$ cat src/rtl/ramb_load_accum_if.sv
// Bundle of the upstream byte handshake, control/result and RAM port signals
// between ramb_load_accum (master) and its environment (slave).
interface ramb_load_accum_if #(
    parameter int SUM_W = 16
);
    logic             in_valid;
    logic [7:0]       in_data;
    logic             in_ready;
    logic             start;
    logic             busy;
    logic [SUM_W-1:0] sum;
    logic             sum_valid;
    logic             ram_we;
    logic [5:0]       ram_a;
    logic [7:0]       ram_di;
    logic [7:0]       ram_do;

    modport master (
        input  in_valid, in_data, start, ram_do,
        output in_ready, busy, sum, sum_valid, ram_we, ram_a, ram_di
    );

    modport slave (
        output in_valid, in_data, start, ram_do,
        input  in_ready, busy, sum, sum_valid, ram_we, ram_a, ram_di
    );
endinterface

$ cat src/rtl/ramb_load_accum.sv
// Loads a byte stream into a 64x8 single-port RAM, then reads it back and sums it.
// Optional macro RAMB_LOAD_ACCUM_CLR_EN adds a CLEAR pass that zeroes the used entries.
module ramb_load_accum #(
    parameter int DEPTH = 10,
    parameter int SUM_W = 16
) (
    input  logic              clk,
    input  logic              rst,
    ramb_load_accum_if.master bus
);
    localparam int CW = $clog2(DEPTH + 1);

    typedef enum logic [1:0] {
        S_IDLE  = 2'd0,
        S_READ  = 2'd1,
`ifdef RAMB_LOAD_ACCUM_CLR_EN
        S_CLEAR = 2'd2,
`endif
        S_DONE  = 2'd3
    } state_t;

    state_t           r_state, w_state_next;
    logic [CW-1:0]    r_wr_cnt, r_rd_cnt;
    logic [SUM_W-1:0] r_acc, w_acc_next, r_sum;
    logic             r_sum_valid;
    logic             w_in_ready, w_accept, w_last;
    logic [CW-1:0]    w_start_cnt;

    assign w_in_ready  = (r_state == S_IDLE) && (r_wr_cnt < CW'(DEPTH));
    assign w_accept    = bus.in_valid && w_in_ready;
    // A byte accepted in the start cycle is counted, so the stored count is wr_cnt+1.
    assign w_start_cnt = r_wr_cnt + CW'(w_accept);
    // r_wr_cnt holds the stored count N for the whole read/clear pass.
    assign w_last      = (r_rd_cnt + CW'(1)) == r_wr_cnt;

    // NOTE: sequential state uses non-blocking assignments so every register
    // samples the pre-edge values, independent of statement order.
    always_ff @(posedge clk or posedge rst) begin
        if (rst) begin
            r_state     <= S_IDLE;
            r_wr_cnt    <= '0;
            r_rd_cnt    <= '0;
            r_acc       <= '0;
            r_sum       <= '0;
            r_sum_valid <= 1'b0;
        end else begin
            r_state     <= w_state_next;
            r_acc       <= w_acc_next;
            r_sum_valid <= (w_state_next == S_DONE);
            if (w_state_next == S_DONE) r_sum <= w_acc_next;
            case (r_state)
                S_IDLE: begin
                    if (w_accept)  r_wr_cnt <= r_wr_cnt + CW'(1);
                    if (bus.start) r_rd_cnt <= '0;
                end
                S_READ:  r_rd_cnt <= w_last ? '0 : r_rd_cnt + CW'(1);
`ifdef RAMB_LOAD_ACCUM_CLR_EN
                S_CLEAR: r_rd_cnt <= r_rd_cnt + CW'(1);
`endif
                S_DONE:  r_wr_cnt <= '0;
                default: ;
            endcase
        end
    end

    // NOTE: every signal driven in always_comb gets a default first, so no
    // path through the case can leave it unassigned and infer a latch.
    always_comb begin
        w_state_next = r_state;
        w_acc_next   = r_acc;
        case (r_state)
            S_IDLE: begin
                if (bus.start) begin
                    w_acc_next   = '0;
                    w_state_next = (w_start_cnt == '0) ? S_DONE : S_READ;
                end
            end
            S_READ: begin
                w_acc_next = r_acc + SUM_W'(bus.ram_do);
`ifdef RAMB_LOAD_ACCUM_CLR_EN
                if (w_last) w_state_next = S_CLEAR;
`else
                if (w_last) w_state_next = S_DONE;
`endif
            end
`ifdef RAMB_LOAD_ACCUM_CLR_EN
            S_CLEAR: if (w_last) w_state_next = S_DONE;
`endif
            S_DONE:  w_state_next = S_IDLE;
            default: w_state_next = S_IDLE;
        endcase
    end

    // RAM contents are never reset; clearing wr_cnt is what discards them.
    always_comb begin
        bus.in_ready  = w_in_ready;
        bus.busy      = (r_state != S_IDLE);
        bus.sum       = r_sum;
        bus.sum_valid = r_sum_valid;
        bus.ram_we    = 1'b0;
        bus.ram_a     = '0;
        bus.ram_di    = '0;
        case (r_state)
            S_IDLE: begin
                bus.ram_a = 6'(r_wr_cnt);
                if (w_accept) begin
                    bus.ram_we = 1'b1;
                    bus.ram_di = bus.in_data;
                end
            end
            S_READ:  bus.ram_a = 6'(r_rd_cnt);
`ifdef RAMB_LOAD_ACCUM_CLR_EN
            S_CLEAR: begin
                bus.ram_we = 1'b1;
                bus.ram_a  = 6'(r_rd_cnt);
            end
`endif
            default: ;
        endcase
    end
endmodule

$ cat src/flat_wrapper.sv
// flat-port wrapper written by rule: the top's interface ports become plain ports
module ramb_load_accum_flat 
#(
    parameter int DEPTH = 10,
    parameter int SUM_W = 16
)
  (clk, rst, bus_in_valid, bus_in_data, bus_start, bus_ram_do, bus_in_ready, bus_busy, bus_sum, bus_sum_valid, bus_ram_we, bus_ram_a, bus_ram_di);
  ramb_load_accum_if #(.SUM_W(SUM_W)) bus_i ();
  input  logic clk;
  input  logic rst;
  input wire logic [$bits(bus_i.in_valid)-1:0] bus_in_valid;
  input wire logic [$bits(bus_i.in_data)-1:0] bus_in_data;
  input wire logic [$bits(bus_i.start)-1:0] bus_start;
  input wire logic [$bits(bus_i.ram_do)-1:0] bus_ram_do;
  output wire logic [$bits(bus_i.in_ready)-1:0] bus_in_ready;
  output wire logic [$bits(bus_i.busy)-1:0] bus_busy;
  output wire logic [$bits(bus_i.sum)-1:0] bus_sum;
  output wire logic [$bits(bus_i.sum_valid)-1:0] bus_sum_valid;
  output wire logic [$bits(bus_i.ram_we)-1:0] bus_ram_we;
  output wire logic [$bits(bus_i.ram_a)-1:0] bus_ram_a;
  output wire logic [$bits(bus_i.ram_di)-1:0] bus_ram_di;
  assign bus_i.in_valid = bus_in_valid;
  assign bus_i.in_data = bus_in_data;
  assign bus_i.start = bus_start;
  assign bus_i.ram_do = bus_ram_do;
  assign bus_in_ready = bus_i.in_ready;
  assign bus_busy = bus_i.busy;
  assign bus_sum = bus_i.sum;
  assign bus_sum_valid = bus_i.sum_valid;
  assign bus_ram_we = bus_i.ram_we;
  assign bus_ram_a = bus_i.ram_a;
  assign bus_ram_di = bus_i.ram_di;
  ramb_load_accum #(.DEPTH(DEPTH), .SUM_W(SUM_W)) u_core (.clk(clk), .rst(rst), .bus(bus_i));
endmodule
$ cat config.mk
export PLATFORM = sky130hd
export DESIGN_NAME = ramb_load_accum_flat
export DESIGN_NICKNAME = d
export VERILOG_FILES = /design/src/rtl/ramb_load_accum_if.sv /design/src/rtl/ramb_load_accum.sv /design/src/flat_wrapper.sv
export SDC_FILE = /design/constraint.sdc
export NUM_CORES = 1
export LEC_CHECK = 0
export ABC_AREA = 1
export CAP_MARGIN = 10
export CELL_PAD_IN_SITES_DETAIL_PLACEMENT = 0
export CELL_PAD_IN_SITES_GLOBAL_PLACEMENT = 2
export CORE_ASPECT_RATIO = 0.9
export CORE_MARGIN = 4
export CORE_UTILIZATION = 31
export DETAILED_ROUTE_END_ITERATION = 10
export PLACE_DENSITY_LB_ADDON = 0.1
export RECOVER_POWER = 25
export SYNTH_ARGS = -nofsm -noshare
export SYNTH_HDL_FRONTEND = slang
export SYNTH_SLANG_ARGS = --single-unit
export TNS_END_PERCENT = 5
$ cat constraint.sdc
create_clock -name clk -period 4.9 [get_ports clk]
set_input_delay 0.98 -clock clk [delete_from_list [all_inputs] [get_ports clk]]
set_output_delay 0.98 -clock clk [all_outputs]
set_load 0.005 [all_outputs]
==> metrics.txt <==
# TYPE chip_impl_metric gauge
chip_impl_metric{name="ys_types",unit=""} 32
chip_impl_metric{name="wire_per_inst",unit="microns"} 13.1
chip_impl_metric{name="core_area",unit="sq um"} 8150
chip_impl_metric{name="drt-vias-per-instance",unit=""} 4.57
chip_impl_metric{name="buffer_ports.inserted",unit=""} 51
chip_impl_metric{name="cp_data_required_time",unit="ns"} 3.92
chip_impl_metric{name="wl_met1",unit="microns"} 3610
chip_impl_info{name="synth_area_leaders",value="dfrtp_1 41%, nand2_1 20%, nand3_1 7.3%"} 1
chip_impl_metric{name="met2RoutedLength",unit="microns"} 2780
chip_impl_info{name="cpMaxStageDelayCell",value="dlygate4sd3_1"} 1
chip_impl_info{name="yosys_most_used_dff",value="dfrtp_1"} 1
chip_impl_info{name="crit_startpoint",value="bus_in_valid"} 1
chip_impl_metric{name="antenna_found_initial",unit=""} 0
chip_impl_info{name="min-delay-start",value="u_core.bus.sum[6]"} 1
chip_impl_metric{name="cts_inserted_buffers",unit=""} 5
chip_impl_metric{name="numPlacedInstances",unit=""} 508
chip_impl_metric{name="total_number_of_h_tree_levels",unit=""} 2
chip_impl_metric{name="clkSlewWorstSetupHoldPaths",unit="ns"} 0.09
chip_impl_metric{name="clkLatencyLatePin",unit="ns"} 0.30
chip_impl_metric{name="hold_buffers",unit=""} 0
chip_impl_metric{name="floorplan.io_pins",unit=""} 54
chip_impl_metric{name="cellLeakagePower",unit="nW"} 1.74
chip_impl_metric{name="power_report.internal_total",unit="W"} 0.00105
chip_impl_metric{name="via_count",unit=""} 2356
chip_impl_metric{name="final.setup.worst_slack",unit="ns"} 1.53
chip_impl_metric{name="netSwitchingFraction",unit=""} 0.448
chip_impl_metric{name="first_global_vias",unit=""} 2372
chip_impl_info{name="hold_class",value="register to register"} 1
chip_impl_metric{name="dp.final_hpwl",unit="microns"} 4850
chip_impl_metric{name="grt_start_max_net_pins",unit=""} 44
chip_impl_metric{name="edff_count_synth",unit=""} 0
chip_impl_metric{name="synthesis.area",unit="sq um"} 2620
chip_impl_metric{name="worst_path_arrival",unit="ns"} 2.39
chip_impl_metric{name="num_rows",unit=""} 31
chip_impl_info{name="setup.worst_path.end_class",value="output port"} 1
chip_impl_metric{name="post_cts_buffers",unit=""} 0
chip_impl_metric{name="synth_top_area_frac",unit=""} 0.411
chip_impl_metric{name="number_of_max_cap_violations",unit=""} 1
chip_impl_info{name="cts_tree",value="built"} 1
chip_impl_info{name="worstReg2RegStart",value="u_core.r_wr_cnt[1]"} 1
chip_impl_metric{name="finalNonFillerCells",unit=""} 516
chip_impl_info{name="rr_endpoint",value="u_core.bus.sum[8]"} 1
chip_impl_metric{name="clockBufferDepth",unit=""} 2
chip_impl_metric{name="cp.depth",unit=""} 4
chip_impl_metric{name="power.switching",unit="W"} 0.000850
chip_impl_metric{name="crit_buf_inv",unit=""} 2
chip_impl_metric{name="rr_worst_depth",unit=""} 13
chip_impl_metric{name="yosysSeqAreaShare",unit=""} 0.411
chip_impl_metric{name="fp.dieArea",unit="sq um"} 9980
chip_impl_metric{name="overflow",unit=""} 0
chip_impl_metric{name="antenna_cells",unit=""} 0
chip_impl_metric{name="pwr-share-comb",unit=""} 0.535
chip_impl_info{name="crit_path_start_kind",value="input pin"} 1
chip_impl_info{name="routed.top_layer",value="met4"} 1
chip_impl_metric{name="fmaxAchievable",unit="MHz"} 296
chip_impl_metric{name="synth_cells",unit=""} 366
chip_impl_info{name="layout.cells.most_common",value="nand2_1"} 1
chip_impl_metric{name="numClockSinks",unit=""} 43
chip_impl_metric{name="drt_iter0_drc",unit=""} 129
chip_impl_info{name="status",value="finished, violations left"} 1
chip_impl_metric{name="setup_tns",unit="ns"} 0
chip_impl_metric{name="worst_ir_drop_vdd",unit="mV"} 0.189
chip_impl_metric{name="dr_wl_met3",unit="microns"} 341
chip_impl_metric{name="slew_worst_pin",unit="ns"} 1.73
chip_impl_metric{name="final-setup-viol-count",unit=""} 0
chip_impl_metric{name="ant_nets",unit=""} 0
chip_impl_info{name="cpLargestDelayFamily",value="buffers and inverters"} 1
chip_impl_metric{name="die_h",unit="microns"} 95.2
chip_impl_metric{name="final-hold-violation-count",unit=""} 0
chip_impl_info{name="rsz0062_at_grt",value="no"} 1
chip_impl_metric{name="power_density",unit="nW/um^2"} 572
chip_impl_metric{name="share_seq_of_total_power",unit=""} 0.309
chip_impl_metric{name="slew-limit-headroom",unit=""} -0.151
chip_impl_metric{name="timing.clock.skew",unit="ns"} 0.00777
chip_impl_metric{name="finalCritPeriodShare",unit=""} 0.688
chip_impl_metric{name="preCtsSetupSlack",unit="ns"} 1.30
chip_impl_metric{name="area_growth_syn_to_layout",unit="%"} 26.7
chip_impl_metric{name="layout.nets",unit=""} 449
chip_impl_metric{name="route.final.wire_length",unit="microns"} 6790
chip_impl_info{name="start_to_end_type_of_the_worst_setup_path",value="input pin to output port"} 1
chip_impl_metric{name="chipWidth",unit="microns"} 105
chip_impl_metric{name="setup.reg_to_reg.worst_slack",unit="ns"} 1.94
chip_impl_info{name="timing.hold.worst_endpoint",value="u_core.bus.sum[6]"} 1
chip_impl_metric{name="cts-resized-gates",unit=""} 0
chip_impl_metric{name="synth-seq-cells",unit=""} 43
chip_impl_metric{name="syn_area_per_cell",unit="sq um"} 7.16
chip_impl_metric{name="power.share.clock",unit=""} 0.156
chip_impl_metric{name="timing.final.max_slew_violations",unit=""} 44
chip_impl_metric{name="layout_min_cycle_time",unit="ns"} 3.37
chip_impl_metric{name="place_congestion",unit=""} 0.768
chip_impl_info{name="cts.root.buffer_cell",value="clkbuf_8"} 1
chip_impl_metric{name="final_layout_size_suffix_gt1_frac",unit=""} 0.0552
chip_impl_metric{name="drc_errors",unit=""} 0
chip_impl_metric{name="firstDrtPassIters",unit=""} 4
chip_impl_metric{name="critical_path_peak_fanout",unit=""} 11
chip_impl_info{name="synth_area_leader_cell",value="dfrtp_1"} 1
chip_impl_metric{name="grt_pass1_wl",unit="microns"} 11700
chip_impl_metric{name="start_util",unit=""} 0.322
chip_impl_metric{name="async_flop_share",unit=""} 1.00
chip_impl_info{name="violations",value="max-capacitance violations, max-slew violations"} 1
chip_impl_info{name="most-common-layout-cells",value="140 x nand2_1, 49 x clkdlybuf4s50_1, 43 x inv_1, 43 x dfrtp_1, 38 x nand3_1"} 1
chip_impl_metric{name="slowest_delay",unit="ns"} 0.52
chip_impl_metric{name="grt_usage",unit=""} 0.146
chip_impl_metric{name="ys_warn_count",unit=""} 0
chip_impl_metric{name="whs_path_depth",unit=""} 2
chip_impl_info{name="critical_path.cell_chain",value="dlygate4sd3_1 > nand2_1 > nor2_1 > clkdlybuf4s50_1"} 1
[power by group through the flow]
| stage | Sequential, W | Combinational (W) | Clock (W) |
|---|---|---|---|
| 2_1_floorplan | 0.000566 | 0.000700 | 0 |
| 3_3_place_gp | 0.000596 | 0.00103 | 0 |
| 3_5_place_dp | 0.000592 | 0.00103 | 0 |
| 4_1_cts | 0.000586 | 0.00103 | 0.000305 |
| 5_1_grt | 0.000606 | 0.00118 | 0.000322 |
| 6_report | 0.000586 | 0.00102 | 0.000296 |
[synth_stat cells (2+ instances only)]
library cell and n:
inv_2 4, and2_1 2, a21oi_1 5, dfrtp_1 43, o22ai_1 7, buf_4 3
nand2_4 2, nand3_1 38, o21ai_0 7, nor2_1 27, buf_2 4, nand2_2 3
nand2_1 140, inv_1 43, nand4_1 6, a31o_2 3, nor3_1 2, ha_1 12
nand3_2 2
[tightest hold or removal path, cell delays in order, from the launching register on]
cell,delay (ns)
dfrtp_1,0.36
nand2_1,0.06
nand2_1,0.05
[stage by stage]
| stage | hold slack [ns] | area, sq um | power [W] | util |
|---|---|---|---|---|
| 2_1_floorplan | 0.465 | 2620 | 0.00127 | - |
| 3_3_place_gp | 0.464 | 3200 | 0.00162 | 0.393 |
| 3_5_place_dp | 0.464 | 3200 | 0.00162 | 0.393 |
| 4_1_cts | 0.494 | 3320 | 0.00193 | 0.407 |
| 5_1_grt | 0.520 | 3320 | 0.00211 | 0.407 |
| 6_report | 0.488 | 3320 | 0.00190 | 0.407 |
[state kept, by name (all words and copies together) (netlist names)]
| register | cells |
|---|---|
| u_core.bus.sum_valid | 1 |
| u_core.bus.sum | 16 |
| u_core.r_state | 2 |
| u_core.r_acc | 16 |
| u_core.r_wr_cnt | 4 |
| u_core.r_rd_cnt | 4 |
[kinds of logic after synthesis]
family	synth area share
simple gates	0.368
compound gates	0.0583
other cells	0.00143
xor+xnor	0.00669
fa+ha+maj	0.0650
flops	0.411
buf+inv	0.0893
[worst max path at each step]
stage,end,slack (ns)
floorplan,u_core.bus.sum[0],2.34
global placement,u_core.bus.sum[12],1.41
detailed placement,u_core.bus.sum[13],1.30
CTS,bus_ram_di[5],1.56
global route,u_core.bus.sum[11],1.24
finish,bus_ram_di[5],1.53
[layer usage]
layer  global-route usage  vias to the layer above
li1                     -                     1255
met1                0.214                     1037
met2                0.219                       57
met3               0.0366                        7
met4               0.0295                        0
met5                    0                        -
[final cells by class]
type	instances	area [sq um]
Fill cell	859	4830
Tap cell	99	124
Clock inverter	2	35.0
Sequential cell	43	1080
Clock buffer	6	82.6
Timing Repair Buffer	51	510
Multi-Input combinational cell	268	1310
Inverter	47	176
Power figures use the tool's default switching activity.
